**src/rtl/div_pkg.sv**
```systemverilog
// div_pkg: shared state encoding, default width and counter sizing for the iterative divider.
package div_pkg;
  typedef enum logic [1:0] {IDLE, RUN, FIX, DONE} div_state_t;
  localparam int DIV_W_DEFAULT = 32;
  function automatic int cnt_width(input int w);
    return (w > 2) ? $clog2(w) : 1;
  endfunction
endpackage

```
**src/rtl/div_step.sv**
```systemverilog
// div_step: one restoring-division iteration (shift, trial subtract, select).
module div_step
  import div_pkg::*;
#(
  parameter int WIDTH = DIV_W_DEFAULT
) (
  input  logic [WIDTH:0]   rem_in,
  input  logic [WIDTH-1:0] quo_in,
  input  logic [WIDTH-1:0] divisor,
  output logic [WIDTH:0]   rem_out,
  output logic [WIDTH-1:0] quo_out
);
  logic [WIDTH+1:0] shifted, diff;
  // One extra guard bit so the sign of the trial difference is never lost.
  always_comb begin
    shifted = {rem_in, quo_in[WIDTH-1]};
    diff    = shifted - {2'b00, divisor};
    rem_out = diff[WIDTH+1] ? shifted[WIDTH:0] : diff[WIDTH:0];
    quo_out = {quo_in[WIDTH-2:0], ~diff[WIDTH+1]};
  end
endmodule

```
**src/rtl/iterative_divider.sv**
```systemverilog
// iterative_divider: radix-2 restoring divider, one quotient bit per clock, valid/ready on both sides.
// Define SIGNED_DIV_EN to honour sgn (two's-complement operands); otherwise sgn is ignored.
module iterative_divider
  import div_pkg::*;
#(
  parameter int WIDTH = DIV_W_DEFAULT
) (
  input  logic             clk,
  input  logic             rst,
  input  logic             in_valid,
  output logic             in_ready,
  input  logic [WIDTH-1:0] dividend,
  input  logic [WIDTH-1:0] divisor,
  input  logic             sgn,
  output logic             out_valid,
  input  logic             out_ready,
  output logic [WIDTH-1:0] quotient,
  output logic [WIDTH-1:0] remainder,
  output logic             dz
);
  localparam int CW = cnt_width(WIDTH);
  div_state_t       state_q, state_d;
  logic [CW-1:0]    cnt_q, cnt_d;
  logic [WIDTH:0]   rem_q, rem_d, rem_nx;
  logic [WIDTH-1:0] quo_q, quo_d, quo_nx;
  logic [WIDTH-1:0] dvs_q, dvs_d;
  logic [WIDTH-1:0] quotient_q, quotient_d, remainder_q, remainder_d;
  logic             neg_q_q, neg_q_d, neg_r_q, neg_r_d;
  logic             in_ready_q, in_ready_d, out_valid_q, out_valid_d, dz_q, dz_d;
  logic             sgn_eff;
  logic [WIDTH-1:0] dvd_mag, dvs_mag;
`ifdef SIGNED_DIV_EN
  assign sgn_eff = sgn;
`else
  logic unused_sgn;
  assign unused_sgn = sgn;
  assign sgn_eff    = 1'b0;
`endif
  // The datapath works on magnitudes; MIN maps onto itself, which is the correct unsigned magnitude.
  assign dvd_mag = (sgn_eff && dividend[WIDTH-1]) ? -dividend : dividend;
  assign dvs_mag = (sgn_eff && divisor[WIDTH-1]) ? -divisor : divisor;
  div_step #(.WIDTH(WIDTH)) u_step (
    .rem_in (rem_q),
    .quo_in (quo_q),
    .divisor(dvs_q),
    .rem_out(rem_nx),
    .quo_out(quo_nx)
  );
  always_comb begin
    state_d     = state_q;
    cnt_d       = cnt_q;
    rem_d       = rem_q;
    quo_d       = quo_q;
    dvs_d       = dvs_q;
    neg_q_d     = neg_q_q;
    neg_r_d     = neg_r_q;
    quotient_d  = quotient_q;
    remainder_d = remainder_q;
    dz_d        = dz_q;
    in_ready_d  = in_ready_q;
    out_valid_d = out_valid_q;
    case (state_q)
      IDLE: if (in_valid && in_ready_q) begin
        in_ready_d = 1'b0;
        cnt_d      = '0;
        rem_d      = '0;
        if (divisor == '0) begin
          state_d     = DONE;
          quotient_d  = '1;
          remainder_d = dividend;
          dz_d        = 1'b1;
          out_valid_d = 1'b1;
        end else begin
          state_d = RUN;
          cnt_d   = CW'(WIDTH - 1);
          quo_d   = dvd_mag;
          dvs_d   = dvs_mag;
          neg_q_d = sgn_eff & (dividend[WIDTH-1] ^ divisor[WIDTH-1]);
          neg_r_d = sgn_eff & dividend[WIDTH-1];
        end
      end
      RUN: begin
        rem_d   = rem_nx;
        quo_d   = quo_nx;
        cnt_d   = cnt_q - CW'(1);
        state_d = (cnt_q == '0) ? FIX : RUN;
      end
      FIX: begin
        quotient_d  = neg_q_q ? -quo_q : quo_q;
        remainder_d = neg_r_q ? -rem_q[WIDTH-1:0] : rem_q[WIDTH-1:0];
        dz_d        = 1'b0;
        out_valid_d = 1'b1;
        state_d     = DONE;
      end
      DONE: if (out_ready) begin
        out_valid_d = 1'b0;
        in_ready_d  = 1'b1;
        state_d     = IDLE;
      end
      default: state_d = IDLE;
    endcase
  end
  always_ff @(posedge clk or posedge rst) begin
    if (rst) begin
      state_q     <= IDLE;
      cnt_q       <= '0;
      rem_q       <= '0;
      quo_q       <= '0;
      dvs_q       <= '0;
      neg_q_q     <= 1'b0;
      neg_r_q     <= 1'b0;
      quotient_q  <= '0;
      remainder_q <= '0;
      dz_q        <= 1'b0;
      in_ready_q  <= 1'b1;
      out_valid_q <= 1'b0;
    end else begin
      state_q     <= state_d;
      cnt_q       <= cnt_d;
      rem_q       <= rem_d;
      quo_q       <= quo_d;
      dvs_q       <= dvs_d;
      neg_q_q     <= neg_q_d;
      neg_r_q     <= neg_r_d;
      quotient_q  <= quotient_d;
      remainder_q <= remainder_d;
      dz_q        <= dz_d;
      in_ready_q  <= in_ready_d;
      out_valid_q <= out_valid_d;
    end
  end
  assign in_ready  = in_ready_q;
  assign out_valid = out_valid_q;
  assign quotient  = quotient_q;
  assign remainder = remainder_q;
  assign dz        = dz_q;
endmodule

```
**config.mk**
```make
export PLATFORM = sky130hd
export DESIGN_NAME = iterative_divider
export DESIGN_NICKNAME = d
export VERILOG_FILES = /design/src/rtl/div_pkg.sv /design/src/rtl/div_step.sv /design/src/rtl/iterative_divider.sv
export SDC_FILE = /design/constraint.sdc
export NUM_CORES = 1
export LEC_CHECK = 0
export ABC_AREA = 0
export CAP_MARGIN = 20
export CORE_ASPECT_RATIO = 1.5
export CORE_UTILIZATION = 55
export CTS_BUF_LIST = sky130_fd_sc_hd__clkbuf_16
export DETAILED_ROUTE_END_ITERATION = 10
export PLACE_DENSITY = 0.8
export REMOVE_ABC_BUFFERS = 1
export SLEW_MARGIN = 5
export SYNTH_ARGS = -nofsm -noshare
export SYNTH_HDL_FRONTEND = slang
export SYNTH_HIERARCHICAL = 1
export SYNTH_SLANG_ARGS = --single-unit
export TNS_END_PERCENT = 50
```
**constraint.sdc**
```tcl
create_clock -name clk -period 7.5 [get_ports clk]
set_input_delay 1.5 -clock clk [delete_from_list [all_inputs] [get_ports clk]]
set_output_delay 1.5 -clock clk [all_outputs]
set_load 0.01 [all_outputs]
```
==> key figures, run 1 <==
Run status
  – Run status: finished, final reports clean

Routing
  – Vias post-DR: about 7200
  – Pre-Repair DR Iteration Count: 5
  – Post-detailed-route via-to-cell ratio: between 5 and 6
  – Detailed Route Iter0 Violations: about 400
  – DRC: 0
  – Post-detailed-route count of antenna-violating nets: 0
  – Routed len/inst: 16.9 um
  – Aggregate routed wire length: ~21000 um

Worst hold path
  – Worst Hold Class: flop to flop

Worst setup path
  – Worst path slowest cell: sky130_fd_sc_hd__buf_4
  – Arrival time of the worst setup path: between 4 and 5 ns
  – Data required time of the critical path: between 7 and 8 ns
  – Critical path fanouts, max: 52
  – Cell repeated most along the worst path: sky130_fd_sc_hd__buf_4
  – Critical Path Source Type: input port
  – Element type at the critical path end: flop
  – Kind of critical path: input port to flop
  – Largest incremental delay on the critical path: around 0.51 ns
  – Cell chain of the critical path: clkdlybuf4s50_1 -> nor4_1 -> nand4_1 -> o21ai_2 -> buf_4 -> and2_2 -> buf_4 -> a31oi_1

Logic synthesis
  – Synth Flop Type: sky130_fd_sc_hd__dfrtp_1
  – Ranking of synthesized cells by area: sky130_fd_sc_hd__dfrtp_1 (45%), sky130_fd_sc_hd__nand2_1 (4.8%), sky130_fd_sc_hd__ha_1 (4.4%), sky130_fd_sc_hd__mux2i_1 (3.7%), sky130_fd_sc_hd__mux2_2 (3.7%)
  – Count of unique library cells instantiated by Yosys: 63
  – Simple-gate share of the synthesized area: 0.0925
  – Share of synthesized registers carrying an async set or reset: 1.00
  – Number of register bits inferred by synthesis: between 150 and 200
  – Complex-gate fraction of the synthesized area: 0.209
  – Share of the yosys chip area belonging to registers: 0.452
  – Avg Inst Size Synth: between 10 and 15 sq um
  – Post-synthesis mux area share: 0.104
  – Dominant cell by count in the synthesized netlist: sky130_fd_sc_hd__dfrtp_1
  – Fraction of post-synthesis cell area in the top cell type by area: 0.449
  – Number of enable-type register cells in the synthesized netlist: 0
  – Cell count after synthesis: ~940
  – Netlist Area Pre-Place: 9470 sq um
  – Synth warn: 6
  – Synthesized-area fraction occupied by adder cells: 0.0457
  – Synth area leader: sky130_fd_sc_hd__dfrtp_1
  – Xor-xnor portion of the synthesized cell area: 0.0278
  – Main combinational cell family by area after synthesis: compound AO/OA/AOI/OAI gates
  – Leading cell types by count after synthesis: sky130_fd_sc_hd__dfrtp_1 (170), sky130_fd_sc_hd__nand2_1 (120), sky130_fd_sc_hd__a21oi_1 (65)

Timing
  – RSZ-0062 raised after global routing: false
  – Worst-margin pin slew: just under 0.8 ns
  – Fmax: between 200 and 250 MHz
  – Setup-violating endpoint count in the final report: 0
  – Slew margin rel.: 0.486
  – Final min period: approximately 4.2 ns
  – Final number of hold-violating endpoints: 0
  – Share of the clock period used by the worst path after layout: 0.566
  – Setup TNS: 0 ns
  – Number of pins with negative max-slew slack in the final report: 0
  – Clock tree skew after final layout: around 0.013 ns

Clocking
  – Number of clock sinks: between 150 and 200
  – Skew-Pair Late Insertion Delay: about 0.42 ns
  – Buffer count from post-CTS setup fixing: 0
  – Clock slew seen by the registers of the worst setup and hold paths: ~0.070 ns
  – H-tree level count: 4
  – Root buffer selected by CTS: sky130_fd_sc_hd__clkbuf_16
  – Clock Tree Buf Depth: 2
  – Hold buffer count at cts: 0
  – Total CTS buffers: 17
  – Clock tree from TritonCTS: done
  – Post-cts sizing count: 0

Global route
  – Residual overflow from global routing: 0
  – Total GRT Usage: 0.248
  – Initial antenna violation count: 0
  – Vias in the first global route: approximately 7000
  – Global-route wire length before repair: roughly 35000 um
  – Largest net degree at the start of global routing: 88

Final layout
  – Area growth from synthesis to final layout: 19.9%
  – Share of post-route cells with drive strength above 1: 0.0910
  – Utilization after layout: 0.674
  – Layout Nets: about 1100
  – Number of antenna repair diodes: 0

Pwr
  – Leakage power of the design: approximately 5.6 nW
  – Max rail drop VDD: between 0.15 and 0.2 mV
  – Pwr/cell area: 163 nW/um^2

Placed design
  – I/O Buffers: about 130
  – Half-perimeter wire length of the detailed placement result: 15200 um
  – Placer's final routability congestion estimate: approximately 0.88

Floorplanning
  – Row count: 58
  – Placeable core area: 16800 sq um
  – Area of the die: 17700 sq um
  – Width of the chip: ~110 um
  – Die H: 163 um
  – I/O pin cnt: 136
  – Initial cell density of the core: 0.562

Flow run
  – Number of violations of the max-capacitance limit: 0
critical path: cells and delay by family:
kind | cells | cell delay (ns)
AOI/OAI and AO/OA | 2 | 0.41
buffers and inverters | 3 | 1.31
and+or+nand+nor | 3 | 1.23
layout by cell type, fill, tap and decap left out, types with 9 or more instances in the layout:
cell,n
sky130_fd_sc_hd__clkdlybuf4s50_1,134
sky130_fd_sc_hd__nor3_1,9
sky130_fd_sc_hd__a31oi_1,35
sky130_fd_sc_hd__nand2_1,119
sky130_fd_sc_hd__o22a_1,33
sky130_fd_sc_hd__nor2_1,25
sky130_fd_sc_hd__xnor2_1,19
sky130_fd_sc_hd__xor2_1,10
sky130_fd_sc_hd__clkbuf_16,17
sky130_fd_sc_hd__a21oi_1,65
sky130_fd_sc_hd__inv_1,41
sky130_fd_sc_hd__mux2_2,31
sky130_fd_sc_hd__a21o_1,26
sky130_fd_sc_hd__o21ai_0,51
sky130_fd_sc_hd__mux2_1,25
sky130_fd_sc_hd__dfrtp_1,170
sky130_fd_sc_hd__mux2i_1,35
sky130_fd_sc_hd__ha_1,33
sky130_fd_sc_hd__a22o_1,34
per-stage QoR:
step                      hold slack [ns]  worst slack [ns]  cell area, sq um  instances  total power [mW]
after floorplan                     0.464              1.37              8970        855             0.962
after global placement              0.475              2.79             10700       1207              1.01
after detailed placement            0.484              2.76             10700       1208              1.01
after CTS                           0.502              3.20             11300       1240              1.86
after global routing                0.519              2.97             11300       1243              1.90
final                               0.495              3.26             11300       1243              1.84
final cells by class:
type	instances	area, sq um
clock buffer	17	425
clock inverter	15	158
fill	1297	5490
inverter	42	163
multi-input combinational	642	4560
sequential	171	4280
tap	210	263
timing repair buffer	146	1500
metal layers:
| layer | vias to the layer above | part of all wire | track usage |
|---|---|---|---|
| met5 | - | 0 | 0 |
| met4 | 0 | 0.026 | 0.0952 |
| met3 | 34 | 0.032 | 0.0320 |
| met2 | 180 | 0.50 | 0.415 |
| met1 | 3467 | 0.45 | 0.323 |
| li1 | 3539 | - | - |
sequential cells by signal, summed over array words and instances, names as in the netlist:
| name | count |
|---|---|
| dz | 1 |
| quo_q | 32 |
| quotient | 32 |
| remainder | 32 |
| rem_q | 33 |
| dvs_q | 32 |
| cnt_q | 5 |
| state_q | 2 |
| out_valid | 1 |
| in_ready | 1 |
kinds of logic after synthesis:
| kind of cell | Yosys count |
|---|---|
| buffers and inverters | 131 |
| XOR/XNOR | 30 |
| multiplexers | 91 |
| flip-flops | 171 |
| AND/OR/NAND/NOR | 199 |
| AO/OA/AOI/OAI | 288 |
| adder cells (fa/ha/maj) | 34 |
report_power, final:
part           switching, mW  internal (mW)  leakage, nW
sequential     0.00000000327          0.922         2.38
clock                  0.407          0.445        0.282
combinational         0.0336         0.0376         2.90
path summary, 6_finish.rpt:
path | cells past startpoint | slack, ns | end | start
setup / recovery | 8 | 3.26 | remainder[13] | divisor[27]
hold / removal | 1 | 0.49 | dvs_q[2] | dvs_q[2]
setup reg to reg | 11 | 3.73 | rem_q[11] | rem_q[7]
hold reg to reg | 1 | 0.49 | dvs_q[2] | dvs_q[2]
max in group asynchronous | 4 | 4.79 | in_ready | rst
min in group asynchronous | 2 | 1.57 | quotient[3] | rst
(Power assumes the default switching activity.)
==> run 2: changes to the inputs <==
- clock period: 7.5 -> 4.2 ns (I/O delays scaled with it)
==> run 2 against run 1 <==
Compared with the run above: sequential share of layout area about the same; critical path depth increased by 3; critical endpoint is now rem_q[25]; register-to-register slack got worse by 3.1 ns; global-route usage increased by 0.12 points; core utilization increased by 0.074 points.
==> key figures, run 2 (synthesis results as in run 1) <==
Run status
  – Run status: finished, final reports clean

Pwr
  – Proportion of power drawn by the clock network: 0.461
  – Max rail drop VDD: between 0.2 and 0.25 mV
  – Sequential share of power: 0.500
  – Internal power contribution: 2.51 mW
  – Switching Fraction: 0.238
  – Share of total power in combinational logic: 0.039
  – Leakage power of the design: 5.57 nW
  – Switching power: approximately 0.78 mW
  – Pwr/cell area: a little under 300 nW/um^2

Floorplanning
  – Width of the chip: between 100 and 150 um
  – Row count: 58
  – Placeable core area: approximately 17000 sq um
  – Area of the die: ~18000 sq um
  – I/O pin cnt: 136
  – Initial cell density of the core: 0.562
  – Die H: 163 um

Clocking
  – Root buffer selected by CTS: sky130_fd_sc_hd__clkbuf_16
  – Post-cts sizing count: 0
  – Number of clock sinks: ~170
  – Skew-Pair Late Insertion Delay: ~0.42 ns
  – H-tree level count: 4
  – Hold buffer count at cts: 0
  – Buffer count from post-CTS setup fixing: 0
  – Clock tree from TritonCTS: done
  – Total CTS buffers: 17
  – Clock slew seen by the registers of the worst setup and hold paths: ~0.070 ns
  – Clock Tree Buf Depth: 2

Routing
  – DRC: 0
  – Aggregate routed wire length: approximately 21000 um
  – Detailed Route Iter0 Violations: between 400 and 500
  – Post-detailed-route count of antenna-violating nets: 0
  – Vias post-DR: 7386
  – Post-detailed-route via-to-cell ratio: 5.93
  – Routed len/inst: between 15 and 20 um
  – Pre-Repair DR Iteration Count: 4

Worst setup path
  – Flop2flop setup slack: about 0.65 ns
  – Crit path buffers/inverters: 1
  – Worst path slowest cell: sky130_fd_sc_hd__dfrtp_1
  – R2R depth: 11
  – Source of the critical timing path: rem_q[8]
  – Element type at the critical path end: flop
  – Arrival time of the worst setup path: 3.85 ns
  – Cell chain of the critical path: ha_1 -> and3_1 -> or3b_1 -> a211oi_2 -> o31ai_1 -> and3_4 -> o31ai_4 -> xor2_4 -> buf_12 -> mux2_1 -> a22o_1
  – Launching point of the worst reg2reg path: rem_q[8]
  – Data required time of the critical path: ~4.5 ns
  – Endpoint of the most critical register-to-register path: rem_q[25]
  – Critical path fanouts, max: 39
  – Kind of critical path: flop to flop
  – Critical Path Source Type: flop
  – Crit-path leading delay family: compound AO/OA/AOI/OAI gates
  – Largest incremental delay on the critical path: 0.43 ns

Global route
  – Vias in the first global route: about 7000
  – Total GRT Usage: 0.249
  – Initial antenna violation count: 0
  – Residual overflow from global routing: 0
  – Global-route wire length before repair: around 35000 um
  – Largest net degree at the start of global routing: 88

Worst hold path
  – Worst Hold Class: flop to flop
  – WHS Path Cells: 1
  – Worst Hold End: dvs_q[2]
  – Hold Path Origin: dvs_q[2]

Timing
  – Clock tree skew after final layout: between 0.01 and 0.015 ns
  – Share of the clock period used by the worst path after layout: 0.845
  – Final min period: between 3 and 4 ns
  – Setup-violating endpoint count in the final report: 0
  – RSZ-0062 raised after global routing: false
  – Number of pins with negative max-slew slack in the final report: 0
  – Worst-margin pin slew: between 0.9 and 1 ns
  – Final worst-path setup slack: 0.651 ns
  – Slew margin rel.: 0.368
  – Final number of hold-violating endpoints: 0
  – Min Hold Slack: 0.497 ns
  – Fmax: around 280 MHz

Placed design
  – Minimum setup slack after placement: roughly 0.55 ns
  – Half-perimeter wire length of the detailed placement result: between 15000 and 20000 um
  – I/O Buffers: between 100 and 150
  – Post-DP Area: between 10000 and 15000 sq um
  – Placer's final routability congestion estimate: between 0.9 and 1

Flow run
  – Number of violations of the max-capacitance limit: 0

Final layout
  – Multi-input gate area in the final layout: approximately 4600 sq um
  – Register name with the most flops: rem_q
  – Utilization after layout: 0.675
  – Area growth from synthesis to final layout: 20.0%
  – Number of antenna repair diodes: 0
  – Highest-count cells in the layout ignoring fill and taps: sky130_fd_sc_hd__dfrtp_1 (170), sky130_fd_sc_hd__clkdlybuf4s50_1 (134), sky130_fd_sc_hd__nand2_1 (119)
  – Count of fill cells added during filler insertion: ~1300
  – Sequential cell area in the final layout: ~4300 sq um
  – Commonest non-fill, non-tap cell in the layout: sky130_fd_sc_hd__dfrtp_1
  – Largest register FFs: 33
  – Layout Nets: between 1000 and 1500
  – Share of post-route cells with drive strength above 1: 0.0936
  – Final non-filler cell area: roughly 11000 sq um
run 2: cell count changes in the layout (fill, tap and decap cells not counted):
cell / before / now
sky130_fd_sc_hd__buf_4: 8 / 11
sky130_fd_sc_hd__clkinv_8: 3 / 1
sky130_fd_sc_hd__inv_8: 4 / 6
sky130_fd_sc_hd__clkinv_4: 3 / 2
sky130_fd_sc_hd__inv_6: 4 / 5
run 2: per-stage QoR:
stage | power [mW] | std cells | setup TNS, ns
5_1_grt | 3.40 | 1246 | 0
3_3_place_gp | 1.81 | 1212 | 0
3_5_place_dp | 1.81 | 1212 | 0
4_1_cts | 3.32 | 1244 | 0
6_report | 3.29 | 1246 | 0
2_1_floorplan | 1.72 | 855 | -225.34
run 2: worst reg2reg max path: cells and delay by family (launching register included):
family | cells | cell delay, ns
AOI/OAI and AO/OA | 4 | 1.00
buffers and inverters | 1 | 0.23
adders and majority gates | 1 | 0.41
muxes | 1 | 0.37
and+or+nand+nor | 3 | 0.80
xor gates and xnor gates | 1 | 0.19
DFF | 1 | 0.43
run 2: layer usage:
metal,vias up,GRT usage,routed length [um]
met1,3611,0.329,9320
met2,189,0.415,10600
li1,3554,-,-
met5,-,0,0
met4,0,0.0921,507
met3,32,0.0328,696
run 2: power groups by stage:
stage	Combinational, mW	Clock [mW]	Sequential, mW
2_1_floorplan	0.0394	0	1.68
3_3_place_gp	0.128	0	1.68
3_5_place_dp	0.130	0	1.68
4_1_cts	0.131	1.54	1.65
5_1_grt	0.143	1.61	1.64
6_report	0.128	1.52	1.65
run 2: worst max path at each step:
stage | cells past startpoint | slack (ns) | endpoint
4_1_cts | 11 | 0.67 | rem_q[25]
6_report | 11 | 0.65 | rem_q[25]
3_3_place_gp | 7 | 0.59 | dvs_q[27]
2_1_floorplan | 1 | -1.27 | cnt_q[0]
3_5_place_dp | 7 | 0.55 | dvs_q[30]
5_1_grt | 12 | 0.43 | rem_q[27]
run 2: final cells by class:
class,count,share of cell area
Clock buffer,17,0.0375
Clock inverter,15,0.0130
Inverter,42,0.0143
Multi-Input combinational cell,642,0.402
Sequential cell,171,0.377
Tap cell,210,0.0231
Timing Repair Buffer,149,0.134
==> run 3: changes to the inputs <==
- CORE_UTILIZATION: 55 -> 50
- PLACE_DENSITY: 0.8 -> 0.77
- clock period: 4.2 -> 3 ns (I/O delays scaled with it)
==> run 3 against run 2 <==
Compared with the run above: the flow now finishes with violations (negative setup slack); total power rose by 41%; maximum frequency rose by 5.9%; core utilization rose by 0.17 points; first-iteration DRC count rose by 46%; clock skew fell by 0.00064 ns; setup slack got worse by 1.0 ns; global-route usage rose by 0.98 points; hold slack improved by 0.0020 ns; final area rose by 10%; final cell count rose by 12%; die area rose by 9.8%; critical path type unchanged; critical endpoint is now rem_q[21]; largest power group unchanged.
==> key figures, run 3 (synthesis results as in run 1) <==
Worst hold path
  – Worst Hold Class: flop to flop
  – Hold Path Origin: dvs_q[3]

Worst setup path
  – Critical Path Source Type: flop
  – Kind of critical path: flop to flop
  – Crit-path leading delay family: simple AND/OR/NAND/NOR gates
  – Launching point of the worst reg2reg path: rem_q[8]
  – Cell chain of the critical path: ha_4 -> and3_4 -> or3b_4 -> a211oi_2 -> buf_4 -> o31ai_2 -> and3_4 -> o31ai_4 -> xor2_4 -> buf_6 -> buf_8 -> buf_16 -> mux2_4 -> a22o_1
  – Element type at the critical path end: flop
  – Data required time of the critical path: 3.31 ns
  – Cell repeated most along the worst path: sky130_fd_sc_hd__and3_4
  – Crit path buffers/inverters: 4
  – Worst path slowest cell: sky130_fd_sc_hd__dfrtp_1
  – Critical path fanouts, max: 7
  – Largest incremental delay on the critical path: ~0.42 ns
  – Source of the critical timing path: rem_q[8]
  – Arrival time of the worst setup path: roughly 3.7 ns

Global route
  – Largest net degree at the start of global routing: between 60 and 70
  – Global-route wire length before repair: a little under 40000 um
  – Vias in the first global route: ~8000
  – Total GRT Usage: 0.259
  – Initial antenna violation count: 0
  – Residual overflow from global routing: 0

Routing
  – Pre-Repair DR Iteration Count: 5
  – Vias post-DR: around 8000
  – DRC: 0
  – Aggregate routed wire length: between 20000 and 25000 um
  – Detailed Route Iter0 Violations: between 600 and 700
  – Post-detailed-route via-to-cell ratio: between 5 and 6
  – Post-detailed-route count of antenna-violating nets: 0
  – Routed len/inst: about 18 um

Clocking
  – Hold buffer count at cts: 0
  – H-tree level count: 4
  – Clock tree from TritonCTS: done
  – Skew-Pair Late Insertion Delay: roughly 0.43 ns
  – Root buffer selected by CTS: sky130_fd_sc_hd__clkbuf_16
  – Number of clock sinks: 171
  – Clock Tree Buf Depth: 2
  – Clock slew seen by the registers of the worst setup and hold paths: 0.07 ns
  – Total CTS buffers: 17

Floorplanning
  – Placeable core area: approximately 19000 sq um
  – Row count: 61
  – Die H: 171 um
  – Width of the chip: approximately 110 um
  – Area of the die: between 15000 and 20000 sq um
  – Initial cell density of the core: 0.510
  – I/O pin cnt: 136

Final layout
  – Largest register FFs: 33
  – Count of fill cells added during filler insertion: 1400
  – Commonest non-fill, non-tap cell in the layout: sky130_fd_sc_hd__dfrtp_1
  – Final non-filler cell area: 12500 sq um
  – Number of antenna repair diodes: 0
  – Highest-count cells in the layout ignoring fill and taps: sky130_fd_sc_hd__dfrtp_1 (170), sky130_fd_sc_hd__clkdlybuf4s50_1 (134), sky130_fd_sc_hd__nand2_1 (119)
  – Sequential cell area in the final layout: 4280 sq um
  – Register name with the most flops: rem_q
  – Area growth from synthesis to final layout: 32.5%
  – Multi-input gate area in the final layout: about 4800 sq um
  – Share of post-route cells with drive strength above 1: 0.211
  – Layout Nets: around 1200

Timing
  – Number of pins with negative max-slew slack in the final report: 0
  – RSZ-0062 raised after global routing: true
  – Final worst-path setup slack: -0.352 ns
  – Slew margin rel.: 0.632
  – Final number of hold-violating endpoints: 0
  – Worst-margin pin slew: 0.552 ns
  – Share of the clock period used by the worst path after layout: 1.12
  – Setup-violating endpoint count in the final report: 34
  – Final min period: between 3 and 4 ns
  – Min Hold Slack: approximately 0.5 ns
  – Fmax: slightly below 300 MHz
  – Clock tree skew after final layout: about 0.012 ns

Run status
  – Run status: finished with violations
  – Failing checks: negative setup slack

Pwr
  – Leakage power of the design: between 6 and 7 nW
  – Pwr/cell area: between 300 and 400 nW/um^2
  – Max rail drop VDD: between 0.4 and 0.5 mV
  – Post-layout total power: roughly 4.6 mW

Flow run
  – Number of violations of the max-capacitance limit: 0

Placed design
  – I/O Buffers: 134
  – Post-DP Area: about 12000 sq um
  – Half-perimeter wire length of the detailed placement result: ~17000 um
  – Placer's final routability congestion estimate: 0.913
-- run 3: cell type report --
class | instances | area share
multi-input combinational | 642 | 0.381
sequential | 171 | 0.341
timing repair buffer | 257 | 0.193
clock buffer | 17 | 0.0339
tap | 252 | 0.0251
inverter | 42 | 0.0130
clock inverter | 14 | 0.0122
-- run 3: per-layer routing --
metal	wire [um]	vias up	global-route usage
met1	10000	3859	0.312
li1	-	3730	-
met2	13200	264	0.468
met4	635	0	0.0988
met5	0	-	0
met3	829	47	0.0322
-- run 3: worst reg2reg max path: stages, from the launching register on --
cell,delay [ns]
sky130_fd_sc_hd__dfrtp_1,0.42
sky130_fd_sc_hd__ha_4,0.30
sky130_fd_sc_hd__and3_4,0.18
sky130_fd_sc_hd__or3b_4,0.38
sky130_fd_sc_hd__a211oi_2,0.16
sky130_fd_sc_hd__buf_4,0.17
sky130_fd_sc_hd__o31ai_2,0.06
sky130_fd_sc_hd__and3_4,0.22
sky130_fd_sc_hd__o31ai_4,0.26
sky130_fd_sc_hd__xor2_4,0.21
sky130_fd_sc_hd__buf_6,0.13
sky130_fd_sc_hd__buf_8,0.12
sky130_fd_sc_hd__buf_16,0.14
sky130_fd_sc_hd__mux2_4,0.31
sky130_fd_sc_hd__a22o_1,0.17
-- run 3: worst paths after layout --
check | end | slack (ns) | cells after the start
setup / recovery | rem_q[21] | -0.35 | 14
setup reg to reg | rem_q[21] | -0.35 | 14
min in group asynchronous | quo_q[4] | 0.60 | 2
hold reg to reg | dvs_q[3] | 0.50 | 1
hold / removal | dvs_q[3] | 0.50 | 1
max in group asynchronous | in_ready | 1.64 | 3
-- run 3: through the flow --
stage               setup WS, ns  utilization  TNS, ns  cells
finish                    -0.352        0.676    -9.39   1395
global route              -0.401        0.676   -11.23   1395
CTS                       -0.343        0.671    -9.61   1391
detailed placement        -0.335        0.622    -9.03   1348
global placement          -0.238        0.622    -6.16   1348
floorplan                  -2.23            -  -458.08    855
-- run 3: timing repair --
item,CTS,global route
gates cloned,3,0
endpoints found under the setup margin,33,34
pin swaps,26,11
buffers inserted,9,6
resized for setup,39,11
-- run 3: power by group --
part | total, mW | internal (mW) | switching (mW) | leakage, nW
Combinational | 0.187 | 0.0972 | 0.0901 | 3.56
Clock | 2.15 | 1.11 | 1.04 | 0.283
Sequential | 2.30 | 2.30 | 0.00000000809 | 2.38
